## config.mk

```make
export PLATFORM = sky130hd
export DESIGN_NAME = pc_fetch_unit
export DESIGN_NICKNAME = d
export VERILOG_FILES = /design/src/rtl/pc_fetch_unit.sv
export SDC_FILE = /design/constraint.sdc
export NUM_CORES = 1
export LEC_CHECK = 0
export BUFFER_PORTS_ARGS = -buffer_cell sky130_fd_sc_hd__buf_2
export CAP_MARGIN = 20
export CORE_UTILIZATION = 46
export CTS_CLUSTER_SIZE = 10
export DETAILED_ROUTE_END_ITERATION = 10
export HOLD_SLACK_MARGIN = 0.12
export PLACE_DENSITY = 0.79
export REMOVE_ABC_BUFFERS = 1
export SYNTH_ARGS = -nofsm -noshare
export SYNTH_HDL_FRONTEND = slang
export SYNTH_SLANG_ARGS = --single-unit
```

## constraint.sdc

```tcl
create_clock -name clk -period 3.8 [get_ports clk]
set_input_delay 0 -clock clk [delete_from_list [all_inputs] [get_ports clk]]
set_output_delay 0 -clock clk [all_outputs]
set_load 0.01 [all_outputs]
```

## src/rtl/pc_fetch_unit.sv

```systemverilog
// ---------------------------------------------------------------------------
// pc_fetch_unit
//   Program-counter register and fetch sequencer for the RISCV32I core.
//   Drives the current PC to the PC Adder and instruction memory, takes
//   PC+4 back from the Adder, and picks the next PC. The next PC is either
//   the sequential PC+4 or a branch/jump redirect target. It also handles
//   pipeline stalls and runs a req/ready handshake with instruction memory.
//   Each completed fetch is reported to decode as a one-cycle
//   {fetch_valid, fetch_pc} pulse.
//
// Ports
//   clk            in   1      system clock, rising edge
//   rst_n          in   1      asynchronous active-low reset
//   stall          in   1      hazard stall: hold PC, drop request
//   branch_taken   in   1      redirect request from EX
//   branch_target  in   32     redirect address (valid with branch_taken)
//   pc_plus4_in    in   32     Adder result, pc_out + 4
//   imem_ready     in   1      imem accepts the current request
//   pc_out         out  32     current PC (Adder in1, imem address)
//   imem_req       out  1      fetch request, address = pc_out
//   fetch_valid    out  1      one-cycle pulse: a fetch completed
//   fetch_pc       out  32     PC of the completed fetch
//   misalign_err   out  1      sticky: misaligned redirect target seen
//   fetch_count    out  CNT_W  completed fetches since reset (wraps)
// ---------------------------------------------------------------------------
module pc_fetch_unit #(
  parameter logic [31:0] RESET_PC = 32'h0000_0000,
  parameter int          CNT_W    = 32
) (
  input  logic             clk,
  input  logic             rst_n,
  input  logic             stall,
  input  logic             branch_taken,
  input  logic [31:0]      branch_target,
  input  logic [31:0]      pc_plus4_in,
  input  logic             imem_ready,
  output logic [31:0]      pc_out,
  output logic             imem_req,
  output logic             fetch_valid,
  output logic [31:0]      fetch_pc,
  output logic             misalign_err,
  output logic [CNT_W-1:0] fetch_count
);

  typedef enum logic [1:0] {
    BOOT  = 2'd0,
    FETCH = 2'd1,
    STALL = 2'd2,
    ERROR = 2'd3
  } state_t;

  state_t      state_q, state_d;
  logic [31:0] pc_d;
  logic        misalign_d;
  logic        accept;

  // Next-state, next-PC and request logic. Priority while FETCH/STALL:
  // branch_taken > stall > imem_ready. A redirect discards any handshake
  // offered in the same cycle, because imem_req is low whenever
  // branch_taken is high.
  always_comb begin
    // NOTE: every signal gets a default first so no path leaves it unassigned (no latches).
    state_d    = state_q;
    pc_d       = pc_out;
    misalign_d = misalign_err;
    imem_req   = 1'b0;
    accept     = 1'b0;
    unique case (state_q)
      BOOT:  state_d = FETCH;
      FETCH,
      STALL: begin
        if (branch_taken) begin
          if (branch_target[1:0] != 2'b00) begin
            misalign_d = 1'b1;
            state_d    = ERROR;
          end else begin
            pc_d    = branch_target;
            state_d = FETCH;
          end
        end else if (stall) begin
          state_d = STALL;
        end else if (state_q == STALL) begin
          // The first cycle after a stall releases the stall but does not
          // request yet. Requesting resumes once the state is back in FETCH.
          state_d = FETCH;
        end else begin
          imem_req = 1'b1;
          if (imem_ready) begin
            accept = 1'b1;
            pc_d   = pc_plus4_in;
          end
        end
      end
      ERROR: ;  // held until reset; redirects are ignored here
    endcase
  end

  always_ff @(posedge clk or negedge rst_n) begin
    if (!rst_n) begin
      state_q      <= BOOT;
      pc_out       <= RESET_PC;
      fetch_valid  <= 1'b0;
      fetch_pc     <= 32'h0;
      misalign_err <= 1'b0;
      fetch_count  <= '0;
    end else begin
      // NOTE: sequential state uses non-blocking assignments so all flops update together.
      state_q      <= state_d;
      pc_out       <= pc_d;
      misalign_err <= misalign_d;
      fetch_valid  <= accept;
      if (accept) begin
        fetch_pc    <= pc_out;
        fetch_count <= fetch_count + CNT_W'(1);
      end
    end
  end

endmodule
```

==> metrics, run 1 <==
outcome complete, no violations; Leakage 3.19 nW; R2R Setup Slk 850 ps; first-pass GRT wire length 20,600 um; Post-Route WL ~13,000 um; Sink Count 100; CTS max path bufs 2; Root Buffer clkbuf_8; WS Path Type register to register; DR iter-0 viols roughly 130; Worst Path Max Fanout 37; Fin Clk Skew 12.5 ps; die area 10,100 um2; fmax 339 MHz; Die H 101 um; postcts setup bufs 0; Tot Pwr 3.80 mW; R2R depth 8; die width 101 um; reg2reg start state_q[0]; sequential-to-total area share from yosys stat 0.560; worst min-delay path class primary input to asynchronous set/reset pin; P per Cell Area 602 nW/um2; Post-Syn Area 4470 um2; RD Place Congestion 0.894; Overflow after GRT 0; total track usage 0.265; total CTS buffers 9; row cnt 35; placed inst area 5420 um2; Skew-Pair Late Insertion Delay between 300 and 400 ps; CTS clk-pin slew, worst paths 100 ps; gr busiest metal met2; met1 Use GR 0.323; drt wl/cell 16.1 um; number of global-route vias before repair 4,346; Final Util 0.676; TNS Setup 0 ps; Top-Level Pins 168; fin. max-slew vios 0; CTS H-tree depth 3; gate count of the mapped netlist 443; core area 9330 um2; relative slew slack 0.435; Final HPWL DP ~8000 um; CTS tree done; Setup Viol. Count Final 0; Critical Path AT 3240 ps; IO buf count 167; met2 Usage GRT 0.456; layout cell share with drive strength beyond 1 0.293; worst vdd ir roughly 0.00037 V; drt drc 0; nets 744; final std cell area, no fill 6310 um2; Cells after DPL 721; most frequent cells in the layout 166 x buf_2, 106 x nand2_1, 100 x dfrtp_1; Routed Antenna Nets 0; area grow syn2layout 41.2%; DRT Pass-1 Iters 5; starting density of the core 0.479; syn_area_per_cell between 10 and 15 um2; Tmin final 2950 ps; GR Layer Usage met3 0.0693; initial antenna violation count 0; via/cell ratio 5.24; total of max-cap violations 0; Critical Path Sink Type register; Synth Register Bits 100; Ys Warns 0; CP Launch Type register; commonest non-fill, non-tap cell in the layout buf_2; Crit Reg-Reg Endpoint fetch_pc[26]; fin crit share 0.775; Final Hold Viols 0; largest net degree at the start of global routing 58; RSZ-0062 raised after global routing false; Least-Margin Pin Slew 845 ps; WP data required approximately 4100 ps; Finished Layout Cells 805; DR vias 4,215; antenna cells 0; Netlist cell types 36
==> flip-flops by register name, summed over array words and instances (netlist names) <==
signal        count
fetch_valid       1
fetch_count      32
misalign_err      1
pc_out           32
fetch_pc         32
state_q           2
==> power breakdown <==
part           switching (mW)  internal [mW]  leakage [nW]  total (mW)
clock                   0.362          0.345         0.103       0.707
combinational           0.783          0.577          1.88        1.36
sequential              0.301           1.43          1.21        1.73
total                    1.45           2.35          3.19        3.80
==> what timing repair did <==
item,CTS,global route
hold buffers,68,0
hold endpoints to repair,78,0
gates resized for setup,0,0
==> cell usage after synthesis <==
library cell,n,area share
or4_1,2,0.0034
o21bai_1,1,0.0017
a21oi_1,34,0.038
o21ai_0,1,0.0011
nand2_1,106,0.089
nor2_1,39,0.033
and4_1,4,0.0078
ha_1,4,0.011
mux2i_1,32,0.072
or4_4,1,0.0025
inv_1,6,0.0050
buf_2,6,0.0067
and3_1,4,0.0056
nor4_4,1,0.0048
nand3_1,13,0.015
mux2_2,1,0.0025
nand2b_1,1,0.0014
dfrtp_1,100,0.56
clkbuf_1,13,0.011
nand3b_1,1,0.0017
nor3_1,7,0.0078
xor2_1,9,0.018
or3b_2,1,0.0020
or4b_4,1,0.0031
or2_2,1,0.0014
buf_1,1,0.00084
nor3b_1,1,0.0017
xnor2_1,22,0.043
and2_1,2,0.0028
buf_6,2,0.0050
nor3_2,3,0.0067
nor4b_1,1,0.0020
or4b_2,2,0.0045
nor4_1,6,0.0084
nand4b_1,1,0.0020
nand4_1,13,0.018
==> kinds of logic after synthesis <==
| group | count (synthesis) | share of synthesized area |
|---|---|---|
| AO/OA/AOI/OAI | 36 | 0.0409 |
| XOR/XNOR | 31 | 0.0608 |
| adder cells (fa/ha/maj) | 4 | 0.0112 |
| buffers and inverters | 28 | 0.0286 |
| flip-flops | 100 | 0.560 |
| multiplexers | 33 | 0.0742 |
| AND/OR/NAND/NOR | 211 | 0.224 |
==> cell type report <==
cell class | instances | area, um2
multi-input cells | 315 | 1850
flip-flops and latches | 100 | 2500
inverters | 6 | 22.5
clock buffers | 12 | 155
repair buffers | 239 | 1560
fillers | 714 | 3020
well taps | 129 | 161
clock inverters | 4 | 55.1
==> worst max-delay path by stage <==
stage / from / endpoint / cells past startpoint
2_1_floorplan: state_q[0] / pc_out[0] / 5
3_3_place_gp: state_q[0] / fetch_pc[12] / 8
3_5_place_dp: state_q[0] / fetch_pc[26] / 8
4_1_cts: state_q[0] / fetch_pc[6] / 8
5_1_grt: state_q[0] / fetch_pc[25] / 8
6_report: state_q[0] / fetch_pc[26] / 8
==> worst max-delay path: stages (launching register included) <==
cell     delay (ps)
dfrtp_1         410
inv_1            70
ha_1            210
or4b_4          550
or2_2           580
inv_1           540
buf_4           360
nand2_1         110
nand2_1          60
==> routing by layer <==
layer / vias up / share of wire
li1: 1945 / -
met4: 0 / 0.021
met1: 2015 / 0.40
met3: 30 / 0.076
met5: - / 0
met2: 225 / 0.50
==> per-stage QoR <==
| step | worst slack [ps] | hold WS (ps) |
|---|---|---|
| after floorplan | 17.9 | -296 |
| after global placement | 990 | 28.9 |
| after detailed placement | 874 | 34.0 |
| after CTS | 843 | 157 |
| after global routing | 654 | 190 |
| final | 854 | 167 |
No activity file was read; power rests on OpenSTA's default activity.
==> inputs of run 2 (changes only) <==
--- a/config.mk
+++ b/config.mk
@@ -5,13 +5,14 @@
 export SDC_FILE = /design/constraint.sdc
 export NUM_CORES = 1
 export LEC_CHECK = 0
+export ABC_AREA = 1
 export BUFFER_PORTS_ARGS = -buffer_cell sky130_fd_sc_hd__buf_2
 export CAP_MARGIN = 20
 export CORE_UTILIZATION = 46
 export CTS_CLUSTER_SIZE = 10
 export DETAILED_ROUTE_END_ITERATION = 10
 export HOLD_SLACK_MARGIN = 0.12
-export PLACE_DENSITY = 0.79
+export PLACE_DENSITY = 0.8
 export REMOVE_ABC_BUFFERS = 1
 export SYNTH_ARGS = -nofsm -noshare
 export SYNTH_HDL_FRONTEND = slang
==> constraint.sdc (replaced) <==
create_clock -name clk -period 2.6 [get_ports clk]
set_input_delay 0 -clock clk [delete_from_list [all_inputs] [get_ports clk]]
set_output_delay 0 -clock clk [all_outputs]
set_load 0.01 [all_outputs]
==> run 2 against run 1 <==
First-iteration DRC count up 110%; largest power group unchanged; clock power up 58%; register-to-register slack worse by 720 ps; fmax up 20%; combinational power up 67%; flip-flop and latch count unchanged; count of clock-buffer cells in the layout down 3; via count up 16%; setup slack worse by 720 ps; wire length up 11%.
==> metrics, run 2 <==
Worst Path Max Fanout 18 (-51%); count leader, synth nand2_1; Logic pwr share 0.385 (+0.027); drt drc 0 (unchanged); area grow syn2layout 39.6%; area leader, netlist dfrtp_1; syn_area_per_cell 8.58 um2 (-15%); starting density of the core 0.475 (-0.00421); WS Path Type register to register; Overflow after GRT 0 (unchanged); IO buf count 167 (unchanged); Critical Path AT 2760 ps (-480 ps); Netlist cell types 31 (-14%); ys async rst share 1.00 (unchanged); Top Registers fetch_count (32), fetch_pc (32), pc_out (32); die width 105 um (+4.9%); Skew-Pair Late Insertion Delay 370 ps (+20 ps); CTS Hold Bufs 75 (+10%); number of global-route vias before repair 4,972 (+14%); DRT Pass-1 Iters 5 (unchanged); first-pass GRT wire length 23,600 um (+14%); Least-Margin Pin Slew 832 ps (-12.9 ps); GR Layer Usage met3 0.0711 (+0.00177); Root Buffer clkbuf_8; fmax 406 MHz (+20%); Fin Clk Skew 10.3 ps (-2.15 ps); TNS Setup 0 ps (unchanged); relative slew slack 0.445 (+0.00984); top area cells in the synthesized netlist dfrtp_1 51%, nand2_1 16%, o31ai_2 7.6%, nor2_1 6.5%, inv_1 3.1%; via/cell ratio 5.11 (-2.4%); worst vdd ir 0.000543 V (+48%); CTS tree done; RSZ-0062 raised after global routing false; most frequent cells in the layout 204 x nand2_1, 166 x buf_2, 100 x dfrtp_1; gr busiest metal met2; Fillers 778 (+9.0%); Post-Syn Area 4920 um2 (+10%); fin worst setup slack 137 ps (-717 ps); Die H 105 um (+4.9%); CP cell instances inv_1 > ha_1 > nor2_2 > nand2_1 > o21ai_0 > nand2_2 > o31ai_2 > dlygate4sd3_1; drt wl/cell 15.0 um (-6.7%); Clk pwr share 0.189 (+0.003); Top-Level Pins 168 (unchanged); fin. max-slew vios 0 (unchanged); CP Launch Type register; worst min-delay path class primary input to register; Final Hold Viols 0 (unchanged); total track usage 0.271 (+0.00544); EDFF count, synth 0 (unchanged); Finished Layout Cells 956 (+19%); met2 Usage GRT 0.453 (-0.00227); Leakage 3.69 nW (+16%); total of max-cap violations 0 (unchanged); fin crit share 0.947 (+0.172); Final HPWL DP 9260 um (+16%); NetSw 2.29 mW (+58%); Commonest cells post-synth 205 x nand2_1, 100 x dfrtp_1, 85 x nor2_1; layout cell share with drive strength beyond 1 0.298 (+0.00466); P per Cell Area 861 nW/um2 (+43%); Critical Path Sink Type register; switching share of total power 0.387 (+0.00575); Tmin final 2460 ps (-483 ps); total CTS buffers 9 (unchanged); CTS clk-pin slew, worst paths 100 ps (about the same); Sink Count 100 (unchanged); Post-Route WL 14,400 um (+11%); RD Place Congestion 0.895 (+0.16%); commonest non-fill, non-tap cell in the layout nand2_1; postcts setup bufs 0 (unchanged); Bufs and invs on worst path 2 (-1); CP max-delay cell dlygate4sd3_1; Worst path max stage delay 610 ps (+30 ps); Synth Register Bits 100 (unchanged); core area 10,400 um2 (+11%); final std cell area, no fill 6870 um2 (+8.9%); Setup Viol. Count Final 0 (unchanged); DR vias 4,888 (+16%); pre-CTS setup slack 347 ps (-526 ps); gate count of the mapped netlist 574 (+30%); row cnt 37 (+5.7%); Top Family by Delay on Critical Path buffers and inverters; DR iter-0 viols 264 (+110%); met1 Use GR 0.329 (+0.00531); placed inst area 5890 um2 (+8.8%); antenna cells 0 (unchanged); part of the power in registers 0.426 (-0.030); Cell Int Power 3.63 mW (+54%); outcome complete, no violations; Final Util 0.662 (-0.0137); die area 11,100 um2 (+10%); largest net degree at the start of global routing 65 (+12%); Routed Antenna Nets 0 (unchanged); Ys Warns 0 (unchanged); nets 888 (+19%); Synth top area share 0.508 (-0.0518); initial antenna violation count 0 (unchanged); top_reg_cell synth dfrtp_1; Cells after DPL 865 (+20%); sequential-to-total area share from yosys stat 0.508 (-0.0518); CTS max path bufs 2 (unchanged); cts repair resizes 0 (unchanged); WP data required 2900 ps (-1200 ps); CTS H-tree depth 3 (unchanged)
==> run 2: changes by cell type in the layout (fill, tap and decap cells not counted), sizes merged, moves of 5 or more <==
cell,previous run,this run
a21oi,34,2
buf,171,176
dlygate4sd3,68,75
inv,7,45
mux2i,32,0
nand2,106,207
nand3,13,25
nor2,39,97
nor3,10,4
nor4,7,0
o21ai,1,6
o31ai,0,31
xnor2,22,12
==> run 2: path summary, 6_finish.rpt <==
check                                  from             end  slack (ps)  cells past startpoint
min                        branch_target[1]      state_q[1]         220                      5
min in group asynchronous             rst_n  fetch_count[2]         280                      2
min reg2reg                    misalign_err    misalign_err         480                      1
max reg2reg                      state_q[0]      pc_out[13]         140                      8
max in group asynchronous             rst_n       pc_out[9]        1660                      3
max                              state_q[0]      pc_out[13]         140                      8
==> run 2: metal layers <==
layer  share of wire  wire length [um]
met4           0.023               323
met2            0.49              7040
met3           0.085              1220
met1            0.40              5770
met5               0                 0
==> run 2: worst min-delay path, delay by kind of cell <==
| kind | cells | cell delay [ps] |
|---|---|---|
| AO/OA/AOI/OAI | 2 | 270 |
| buffers and inverters | 1 | 80 |
| AND/OR/NAND/NOR | 2 | 190 |
==> run 2: power groups by stage <==
| stage | clock network, mW | registers, mW | logic [mW] |
|---|---|---|---|
| finish | 1.12 | 2.52 | 2.27 |
| global route | 1.21 | 2.58 | 2.47 |
| CTS | 1.14 | 2.50 | 2.20 |
| detailed placement | 0 | 2.51 | 2.03 |
| global placement | 0 | 2.50 | 1.94 |
| floorplan | 0 | 2.69 | 0.913 |
==> run 2: final cells by class <==
type,count,area [um2],area share
Sequential cell,100,2500,0.364
Tap cell,136,170,0.0248
Timing Repair Buffer,251,1670,0.243
Clock buffer,9,124,0.0180
Multi-Input combinational cell,411,2140,0.312
Clock inverter,7,104,0.0151
Inverter,42,159,0.0231
==> run 2: logic make-up (layout without fill, tap and decap cells) <==
group           count (synthesis)  after routing  share of synthesized area
compound gates                 41             41                     0.0897
xor+xnor                       21             21                     0.0374
fa+ha+maj                       4              4                     0.0102
buf+inv                        63            309                     0.0572
flops                         100            100                      0.508
simple gates                  345            345                      0.297
==> run 2: metrics by stage <==
step / hold WS, ps / power (mW)
5_1_grt: 220 / 6.26
4_1_cts: 197 / 5.84
3_3_place_gp: 141 / 4.44
3_5_place_dp: 141 / 4.54
6_report: 216 / 5.91
2_1_floorplan: -296 / 3.60
==> inputs of run 3 (changes only) <==
--- a/config.mk
+++ b/config.mk
@@ -7,7 +7,7 @@
 export LEC_CHECK = 0
 export ABC_AREA = 1
 export BUFFER_PORTS_ARGS = -buffer_cell sky130_fd_sc_hd__buf_2
-export CAP_MARGIN = 20
+export CORE_MARGIN = 1.5
 export CORE_UTILIZATION = 46
 export CTS_CLUSTER_SIZE = 10
 export DETAILED_ROUTE_END_ITERATION = 10
==> constraint.sdc (replaced) <==
create_clock -name clk -period 2.6 [get_ports clk]
set_input_delay 0.26 -clock clk [delete_from_list [all_inputs] [get_ports clk]]
set_output_delay 0.26 -clock clk [all_outputs]
set_load 0.01 [all_outputs]
==> run 3 against run 2 <==
Wire length fell by 13%; hold slack got worse by 8.5 ps; sequential share of layout area rose by 4.5 points; global-route usage fell by 3.8 points; register-to-register slack improved by 270 ps; count of clock-buffer cells in the layout rose by 2; flip-flop and latch count did not move; critical endpoint is now fetch_pc[6].
==> metrics, run 3 (synthesis gave the netlist of run 2 again) <==
most frequent cells in the layout 204 x nand2_1, 166 x buf_2, 100 x dfrtp_1; cts repair resizes 0 (unchanged); CP cell instances inv_1 > ha_1 > nor2_2 > nand3_2 > clkinv_2 > buf_4 > nand2_1 > nand2_1; total CTS buffers 9 (unchanged); CP max-delay cell nand3_2; Fillers 946 (+22%); Final Hold Viols 0 (unchanged); Critical Path Sink Type register; core area 10,400 um2 (unchanged); Tmin final 2190 ps (-274 ps); CTS tree done; register area 2500 um2 (unchanged); CP Launch Type register; nets 812 (-8.6%); drt drc 0 (unchanged); total of max-cap violations 0 (unchanged); WP data required 2900 ps (about the same); Leakage 3.36 nW (-9.1%); Top Registers fetch_count (32), fetch_pc (32), pc_out (32); Worst path max stage delay 410 ps (-200 ps); Fin Hold WS 207 ps (-8.48 ps); postcts setup bufs 0 (unchanged); Least-Margin Pin Slew 617 ps (-215 ps); Die H 106 um (+0.95%); worst min-delay path class primary input to register; Root Buffer clkbuf_8; fin. max-slew vios 0 (unchanged); first-pass GRT wire length 20,800 um (-12%); Overflow after GRT 0 (unchanged); footprint of the multi-input gates 2140 um2 (unchanged); number of global-route vias before repair 4,437 (-11%); starting density of the core 0.475 (unchanged); Critical Path AT 2480 ps (-280 ps); antenna cells 0 (unchanged); TNS Setup 0 ps (unchanged); largest net degree at the start of global routing 55 (-15%); outcome complete, no violations; drt wl/cell 14.2 um (-5.4%); Fin Clk Skew 7.55 ps (-2.80 ps); DRT Pass-1 Iters 4 (-1); layout cell share with drive strength beyond 1 0.325 (+0.0277); IO buf count 167 (unchanged); Skew-Pair Late Insertion Delay 360 ps (about the same); die width 106 um (+0.95%); CTS clk-pin slew, worst paths 100 ps (about the same); CTS max path bufs 2 (unchanged); initial antenna violation count 1 (+1); fin crit share 0.842 (-0.105); Setup Viol. Count Final 0 (unchanged); DR iter-0 viols 136 (-48%); Final Util 0.589 (-0.0732); relative slew slack 0.589 (+0.144); Routed Antenna Nets 0 (unchanged); row cnt 37 (unchanged); fmax 457 MHz (+13%); CTS H-tree depth 3 (unchanged); commonest non-fill, non-tap cell in the layout nand2_1; Worst Path Max Fanout 33 (+15); worst vdd ir 0.000513 V (-5.6%); DR vias 4,467 (-8.6%); P per Cell Area 905 nW/um2 (+5.2%); Final HPWL DP 9420 um (+1.8%); Sink Count 100 (unchanged); RSZ-0062 raised after global routing false; die area 11,300 um2 (+1.9%); total track usage 0.232 (-0.0383); CTS Hold Bufs 1 (-99%); RD Place Congestion 0.967 (+8.0%); area grow syn2layout 24.1%; via/cell ratio 5.08 (-0.72%); critical path's most frequent cell nand2_1; Top-Level Pins 168 (unchanged); Post-Route WL 12,500 um (-13%); WS Path Type register to register
-- run 3: final timing paths --
check | start | to | depth (start not counted) | slack (ps)
worst max-delay path | state_q[0] | fetch_pc[6] | 8 | 410
worst min-delay path | pc_plus4_in[28] | pc_out[28] | 3 | 210
worst max register to register | state_q[0] | fetch_pc[6] | 8 | 410
worst min register to register | fetch_pc[9] | fetch_pc[9] | 2 | 490
max in group asynchronous | rst_n | fetch_pc[10] | 3 | 1450
min in group asynchronous | rst_n | pc_out[18] | 2 | 460
-- run 3: power by group --
| part | switching (mW) | internal [mW] | leakage, nW |
|---|---|---|---|
| Clock | 0.538 | 0.500 | 0.106 |
| Combinational | 1.18 | 0.838 | 1.98 |
| Sequential | 0.393 | 2.09 | 1.27 |
| Total | 2.11 | 3.42 | 3.36 |
-- run 3: area by class of cell --
cell class,count,area share
clock inverters,5,0.00983
flip-flops and latches,100,0.410
clock buffers,11,0.0248
inverters,42,0.0260
repair buffers,175,0.152
multi-input cells,411,0.350
well taps,136,0.0279
-- run 3: worst max-delay path, delay by kind of cell (launching register included) --
family	cells	cell delay [ps]
adder cells (fa/ha/maj)	1	350
buffers and inverters	3	630
flip-flops	1	390
AND/OR/NAND/NOR	4	750
-- run 3: routing by layer --
layer	vias to the layer above	track usage	routed length, um
met5	-	0	16
met4	2	0.0905	295
met3	31	0.0503	849
met2	177	0.383	5950
met1	2122	0.299	5380
li1	2135	-	-
-- run 3: metrics by stage --
| stage | power (mW) | area (um2) | instances | worst slack, ps |
|---|---|---|---|---|
| after CTS | 5.58 | 6110 | 880 | 406 |
| final | 5.53 | 6110 | 880 | 411 |
| after detailed placement | 4.54 | 5890 | 863 | 413 |
| after global routing | 5.91 | 6110 | 880 | 142 |
| after global placement | 4.45 | 5890 | 863 | 509 |
| after floorplan | 3.60 | 4800 | 553 | -189 |
